==> config.mk <==
export PLATFORM = sky130hd
export DESIGN_NAME = booth_radix8_seq_multiplier
export DESIGN_NICKNAME = d
export VERILOG_FILES = /design/src/rtl/booth_pkg.sv /design/src/rtl/booth_radix8_digit_sel.sv /design/src/rtl/booth_radix8_seq_multiplier.sv
export SDC_FILE = /design/constraint.sdc
export NUM_CORES = 1
export LEC_CHECK = 0
export ABC_CLOCK_PERIOD_IN_PS = 5200
export CAP_MARGIN = 40
export CORE_ASPECT_RATIO = 0.5
export CORE_MARGIN = 4
export CORE_UTILIZATION = 55
export CTS_BUF_LIST = sky130_fd_sc_hd__clkbuf_4 sky130_fd_sc_hd__clkbuf_8
export CTS_CLUSTER_DIAMETER = 80
export DETAILED_ROUTE_END_ITERATION = 16
export GPL_ROUTABILITY_DRIVEN = 1
export GPL_TIMING_DRIVEN = 0
export PLACE_DENSITY = 0.77
export SETUP_SLACK_MARGIN = 0.1
export SYNTH_ARGS = -nofsm -noshare
export SYNTH_HDL_FRONTEND = slang
export SYNTH_SLANG_ARGS = --single-unit
==> constraint.sdc <==
create_clock -name clk -period 5.2 [get_ports clk]
set_input_delay 1.04 -clock clk [delete_from_list [all_inputs] [get_ports clk]]
set_output_delay 1.04 -clock clk [all_outputs]
set_load 0.005 [all_outputs]
==> src/rtl/booth_pkg.sv <==
// Shared types and helpers for the radix-8 Booth sequential multiplier.
package booth_pkg;

   // Controller states: wait for operands, build 3A, step digits, present result.
   typedef enum logic [1:0] {
      ST_IDLE = 2'd0,
      ST_PRE  = 2'd1,
      ST_RUN  = 2'd2,
      ST_DONE = 2'd3
   } state_t;

   // Signed 3-bit digit type. A recoded digit's magnitude needs 0..4, so the
   // selector works with a sign flag plus magnitude rather than this type.
   typedef logic signed [2:0] digit_t;

   // Number of radix-8 digits: ceil((w+1)/3). The extra bit covers the sign
   // of an unsigned operand, so unsigned and signed share one datapath.
   function automatic int num_digits(input int w);
      return (w + 3) / 3;
   endfunction

endpackage

==> src/rtl/booth_radix8_digit_sel.sv <==
// Combinational radix-8 Booth recoder and multiple selector.
// Takes one 4-bit group {b[3i+2], b[3i+1], b[3i], b[3i-1]} and returns d*A
// modulo 2^(2*WIDTH) in two's complement.
module booth_radix8_digit_sel
   import booth_pkg::*;
#(
   parameter int WIDTH = 32
) (
   input  logic [3:0]         i_group,
   input  logic [2*WIDTH-1:0] i_a,
   input  logic [2*WIDTH-1:0] i_a3,
   output logic [2*WIDTH-1:0] o_mult
);

   logic             w_neg;
   logic [2:0]       w_mag;
   logic [2*WIDTH-1:0] w_pos;

   // Recode the group into sign and magnitude, then pick the matching multiple.
   always_comb begin
      w_neg = 1'b0;
      w_mag = 3'd0;
      case (i_group)
         4'b0000: begin w_neg = 1'b0; w_mag = 3'd0; end
         4'b0001: begin w_neg = 1'b0; w_mag = 3'd1; end
         4'b0010: begin w_neg = 1'b0; w_mag = 3'd1; end
         4'b0011: begin w_neg = 1'b0; w_mag = 3'd2; end
         4'b0100: begin w_neg = 1'b0; w_mag = 3'd2; end
         4'b0101: begin w_neg = 1'b0; w_mag = 3'd3; end
         4'b0110: begin w_neg = 1'b0; w_mag = 3'd3; end
         4'b0111: begin w_neg = 1'b0; w_mag = 3'd4; end
         4'b1000: begin w_neg = 1'b1; w_mag = 3'd4; end
         4'b1001: begin w_neg = 1'b1; w_mag = 3'd3; end
         4'b1010: begin w_neg = 1'b1; w_mag = 3'd3; end
         4'b1011: begin w_neg = 1'b1; w_mag = 3'd2; end
         4'b1100: begin w_neg = 1'b1; w_mag = 3'd2; end
         4'b1101: begin w_neg = 1'b1; w_mag = 3'd1; end
         4'b1110: begin w_neg = 1'b1; w_mag = 3'd1; end
         default: begin w_neg = 1'b0; w_mag = 3'd0; end
      endcase

      w_pos = '0;
      case (w_mag)
         3'd1:    w_pos = i_a;
         3'd2:    w_pos = i_a << 1;
         3'd3:    w_pos = i_a3;
         3'd4:    w_pos = i_a << 2;
         default: w_pos = '0;
      endcase

      o_mult = w_neg ? (~w_pos + {{(2*WIDTH-1){1'b0}}, 1'b1}) : w_pos;
   end

endmodule

==> src/rtl/booth_radix8_seq_multiplier.sv <==
// Sequential radix-8 Booth multiplier: one digit per cycle, LSB digit first,
// signed or unsigned operands selected per transaction.
module booth_radix8_seq_multiplier
   import booth_pkg::*;
#(
   parameter int WIDTH = 32
) (
   input  logic                 clk,
   input  logic                 rst,
   input  logic                 in_valid,
   output logic                 in_ready,
   input  logic                 in_signed,
   input  logic [WIDTH-1:0]     in_a,
   input  logic [WIDTH-1:0]     in_b,
   output logic                 out_valid,
   input  logic                 out_ready,
   output logic [2*WIDTH-1:0]   out_product
);

   localparam int ND    = num_digits(WIDTH);
   localparam int BW    = 3 * ND;
   localparam int CNT_W = $clog2(ND + 1);
   localparam logic [CNT_W-1:0] LAST_DIGIT = CNT_W'(ND - 1);

   state_t               r_state;
   state_t               w_state_next;
   logic [2*WIDTH-1:0]   r_a;      // A, shifted left by 3 after each digit
   logic [2*WIDTH-1:0]   r_a3;     // 3A, shifted alongside r_a
   logic [2*WIDTH-1:0]   r_acc;
   logic [BW:0]          r_b;      // extended B with b[-1] in bit 0, shifted right by 3
   logic [CNT_W-1:0]     r_cnt;
   logic                 w_accept;
   logic [2*WIDTH-1:0]   w_a_ext;
   logic [BW:0]          w_b_ext;
   logic [2*WIDTH-1:0]   w_mult;

   assign w_accept  = (r_state == ST_IDLE) && in_valid;
   assign w_a_ext   = {{WIDTH{in_signed & in_a[WIDTH-1]}}, in_a};
   assign w_b_ext   = {{(BW-WIDTH){in_signed & in_b[WIDTH-1]}}, in_b, 1'b0};

   assign in_ready    = (r_state == ST_IDLE);
   assign out_valid   = (r_state == ST_DONE);
   assign out_product = (r_state == ST_DONE) ? r_acc : '0;

   booth_radix8_digit_sel #(
      .WIDTH (WIDTH)
   ) u_digit_sel (
      .i_group (r_b[3:0]),
      .i_a     (r_a),
      .i_a3    (r_a3),
      .o_mult  (w_mult)
   );

   // State register; reset wins over everything including a same-edge accept.
   always_ff @(posedge clk) begin
      if (rst) r_state <= ST_IDLE;
      else     r_state <= w_state_next;
   end

   // Next-state logic.
   always_comb begin
      w_state_next = r_state;
      case (r_state)
         ST_IDLE: if (in_valid) w_state_next = ST_PRE;
         ST_PRE:  w_state_next = ST_RUN;
         ST_RUN:  if (r_cnt == LAST_DIGIT) w_state_next = ST_DONE;
         ST_DONE: if (out_ready) w_state_next = ST_IDLE;
         default: w_state_next = ST_IDLE;
      endcase
   end

   // Datapath: capture operands, form 3A, then accumulate one digit per cycle.
   always_ff @(posedge clk) begin
      if (rst) begin
         r_a   <= '0;
         r_a3  <= '0;
         r_acc <= '0;
         r_b   <= '0;
         r_cnt <= '0;
      end else begin
         case (r_state)
            ST_IDLE: begin
               if (w_accept) begin
                  r_a   <= w_a_ext;
                  r_b   <= w_b_ext;
                  r_acc <= '0;
                  r_cnt <= '0;
               end
            end
            ST_PRE: begin
               r_a3 <= r_a + (r_a << 1);
            end
            ST_RUN: begin
               r_acc <= r_acc + w_mult;
               r_a   <= r_a << 3;
               r_a3  <= r_a3 << 3;
               r_b   <= r_b >> 3;
               r_cnt <= r_cnt + 1'b1;
            end
            default: begin
            end
         endcase
      end
   end

endmodule

==> results.py <==
metrics = {
    "clock_tree": {
        "cts_tree": "yes",
        "clk_latency_ns": 0.60,
        "htree_levels": 2,
        "clkTransAtPathRegs_ns": 0.07,
        "numCtsBuffers": 39,
        "clock_path_buffers": 3,
        "root_buffer": "clkbuf_8",
        "cts.sinks": 236,
        "ctsHoldBuffers": 0,
    },
    "critical_path": {
        "critPathRequiredTime_ns": 5.66,
        "crit_type": "flop to flop",
        "worst-path-max-fanout": 7,
        "r2r_slack_ns": -0.06,
        "crit_arrival_ns": 5.72,
        "regToRegEndpoint": "r_acc[60]",
        "ff2ff_path_depth": 23,
        "setup.worst_path.start_class": "flop",
        "rr_startpoint": "u_digit_sel.w_mag[1]",
        "end_kind": "flop",
    },
    "power": {
        "power.clock.fraction_pct": 10.1,
        "combPwrFrac_pct": 71.2,
        "power_density_mw_per_mm2": 761.6,
        "power.switching_mw": 10.73,
        "swShare_pct": 54.73,
        "p_int_mw": 8.876,
        "p_seq_share_pct": 18.7,
        "power.total_mw": 19.61,
        "ir_worst_vdd_v": 0.0003492,
        "leakage_nw": 10.28,
    },
    "final_layout": {
        "final_layout_size_suffix_gt1_share_pct": 14.19,
        "area_growth_pct": 24.33,
        "layout_commonest_cell": "nor2_1",
        "final_net_count": 3237,
        "antenna_cells": 0,
        "final_cell_mix": "nor2_1, nand2_1, dfxtp_1",
    },
    "place": {
        "gp_congestion": 1.008,
        "hpwl_um": 61470,
        "portBuffers": 133,
    },
    "logic_synthesis": {
        "synthArstFlopShare_pct": 0,
        "synth-edff-count": 0,
        "ys.flop_type": "dfxtp_1",
        "ys_ff_latch": 236,
        "syn_area_mm2": 0.02071,
        "synth_fp_nets": 2973,
        "ys_seq_area_share_pct": 22.81,
        "avgSynthCellArea_um2": 7.525,
        "synth_cells": 2752,
        "yosys_warnings": 0,
        "yosysUniqueCellTypes": 81,
    },
    "grt": {
        "grt_overflow": 0,
        "grt_pass1_vias": 20550,
        "antenna_found_initial": 0,
        "grt_max_degree": 11,
        "grt_usage_pct": 37.18,
        "grt_pass1_wl_um": 121500,
    },
    "timing": {
        "tightest_slew_ns": 0.9486,
        "final-setup-viol-count": 8,
        "slew_violations": 0,
        "max_freq_mhz": 190.2,
        "whs_ns": 0.4527,
        "timing.final.ws_setup_ns": -0.05836,
        "min_period_ns": 5.258,
        "setup_tns_ns": -0.2497,
        "grt_setup_unrepaired": "yes",
        "hold_violations": 0,
        "skew_ns": 0.02922,
        "period_share_pct": 101.1,
        "slew_headroom_pct": 36.76,
    },
    "floorplanning": {
        "chipWidth_um": 282.4,
        "die_area_mm2": 0.04101,
        "num_io_pins": 135,
        "die_h_um": 145.2,
        "core_area_mm2": 0.03654,
        "initial_core_util_pct": 56.68,
        "num_rows": 49,
    },
    "route": {
        "drt-initial-drc-count": 2867,
        "vias_per_cell": 6.593,
        "drc": 0,
        "ant_nets": 0,
        "wl_per_cell_um": 23.35,
        "first_pass_iters": 6,
        "dr_total_vias": 23260,
        "wirelength_um": 82380,
    },
    "hold_path": {
        "hp-class": "flop to flop",
        "min-delay-start": "r_b[33]",
        "holdPathStages": 2,
        "hold_end": "r_b[33]",
    },
    "status": {
        "violations": "negative setup slack",
        "status": "finished, violations left",
    },
    "flow_run": {
        "max_cap_violations": 0,
    },
}
## cell families (layout without fill, tap and decap cells)
logic type | count (synthesis) | count (layout) | synth area share [%]
AND/OR/NAND/NOR | 925 | 925 | 21.13
AO/OA/AOI/OAI | 910 | 910 | 29.06
buffers and inverters | 244 | 536 | 4.912
multiplexers | 117 | 117 | 5.721
adder cells (fa/ha/maj) | 152 | 152 | 9.256
XOR/XNOR | 168 | 168 | 7.105
flip-flops | 236 | 236 | 22.81
## sequential cells by signal (all words and copies together), names as in the netlist
signal,cells
r_a,64
r_b,34
u_digit_sel.w_mag,3
r_a3,64
r_acc,64
r_cnt,4
r_state,2
u_digit_sel.w_neg,1
## through the flow
stage	utilization (%)	instance area (um2)	worst slack (ns)	instances
2_1_floorplan	-	20710	0.2294	2752
3_3_place_gp	61.98	22650	-0.8841	3369
3_5_place_dp	62.10	22690	-0.8535	3373
5_1_grt	70.47	25750	-0.2319	3528
4_1_cts	66.50	24300	0.07328	3472
6_report	70.47	25750	-0.05836	3528
## power groups by stage
stage / Sequential (mW) / Clock, mW / Combinational [mW]
after floorplan: 2.92 / 0 / 8.46
after global placement: 3.52 / 0 / 11.1
after detailed placement: 3.52 / 0 / 11.3
after CTS: 3.49 / 1.98 / 12.1
after global routing: 3.64 / 2.07 / 14.9
final: 3.66 / 1.98 / 14.0
## worst max-delay path by stage
stage	startpoint	end	slack (ns)	cells after the start
finish	u_digit_sel.w_mag[1]	r_acc[60]	-0.06	23
global route	u_digit_sel.w_mag[1]	r_acc[61]	-0.23	25
CTS	u_digit_sel.w_mag[1]	r_acc[40]	0.07	19
detailed placement	u_digit_sel.w_mag[1]	r_acc[45]	-0.85	23
global placement	u_digit_sel.w_mag[1]	r_acc[45]	-0.88	24
floorplan	u_digit_sel.w_mag[1]	r_acc[62]	0.23	24
## critical path: stages, from the launching register on
cell,delay [ns]
dfxtp_4,0.39
buf_12,0.13
buf_12,0.12
buf_12,0.10
mux2_2,0.33
a22oi_2,0.23
o21a_1,0.22
nand4_1,0.19
or2_4,0.34
or3_4,0.41
or3_4,0.38
o21ai_1,0.17
xor2_1,0.32
ha_1,0.32
nand2_2,0.14
nor2_4,0.07
and3_4,0.19
a221oi_4,0.28
o21ai_2,0.11
a41oi_4,0.24
buf_6,0.14
o21bai_1,0.07
xnor2_1,0.17
o21ai_1,0.07
## cell usage after synthesis, types with 40 or more instances
master	n	area (um2)
nor2_1	294	1104
nand2_1	262	983.4
dfxtp_1	236	4725
a21oi_1	231	1156
o21ai_0	161	805.8
ha_1	150	1877
clkbuf_1	139	521.8
mux2i_1	106	1061
xnor2_1	88	770.7
a211oi_1	82	615.6
a22oi_1	81	608.1
xor2_1	80	700.7
and2_1	75	469.2
a21o_1	64	480.5
inv_1	62	232.7
nor3_1	60	300.3
nand3_1	52	260.3
nand4_1	40	250.2
## final cells by class
cell class / count / area [um2]
Multi-Input combinational cell: 2272 / 16200
Inverter: 63 / 236.5
Tap cell: 484 / 605.6
Buffer: 180 / 947.2
Clock buffer: 59 / 780.7
Timing Repair Buffer: 224 / 2120
Fill cell: 3049 / 10790
Sequential cell: 236 / 4731
Clock inverter: 10 / 131.4
## per-layer routing
metal	track usage (%)	up-vias	share of wire, %
li1	-	10640	-
met2	51.64	1423	40
met4	8.014	0	2.4
met1	55.22	11020	43
met3	12.55	184	14
met5	0	-	0
## timing repair
action | CTS | global route
endpoints found under the setup margin | 41 | 35
setup buffers | 31 | 53
hold endpoints to repair | 0 | 0
cloned | 0 | 3
pin swaps | 41 | 125
resized for setup | 130 | 241
Note: power is estimated with default switching activity, not from simulation.
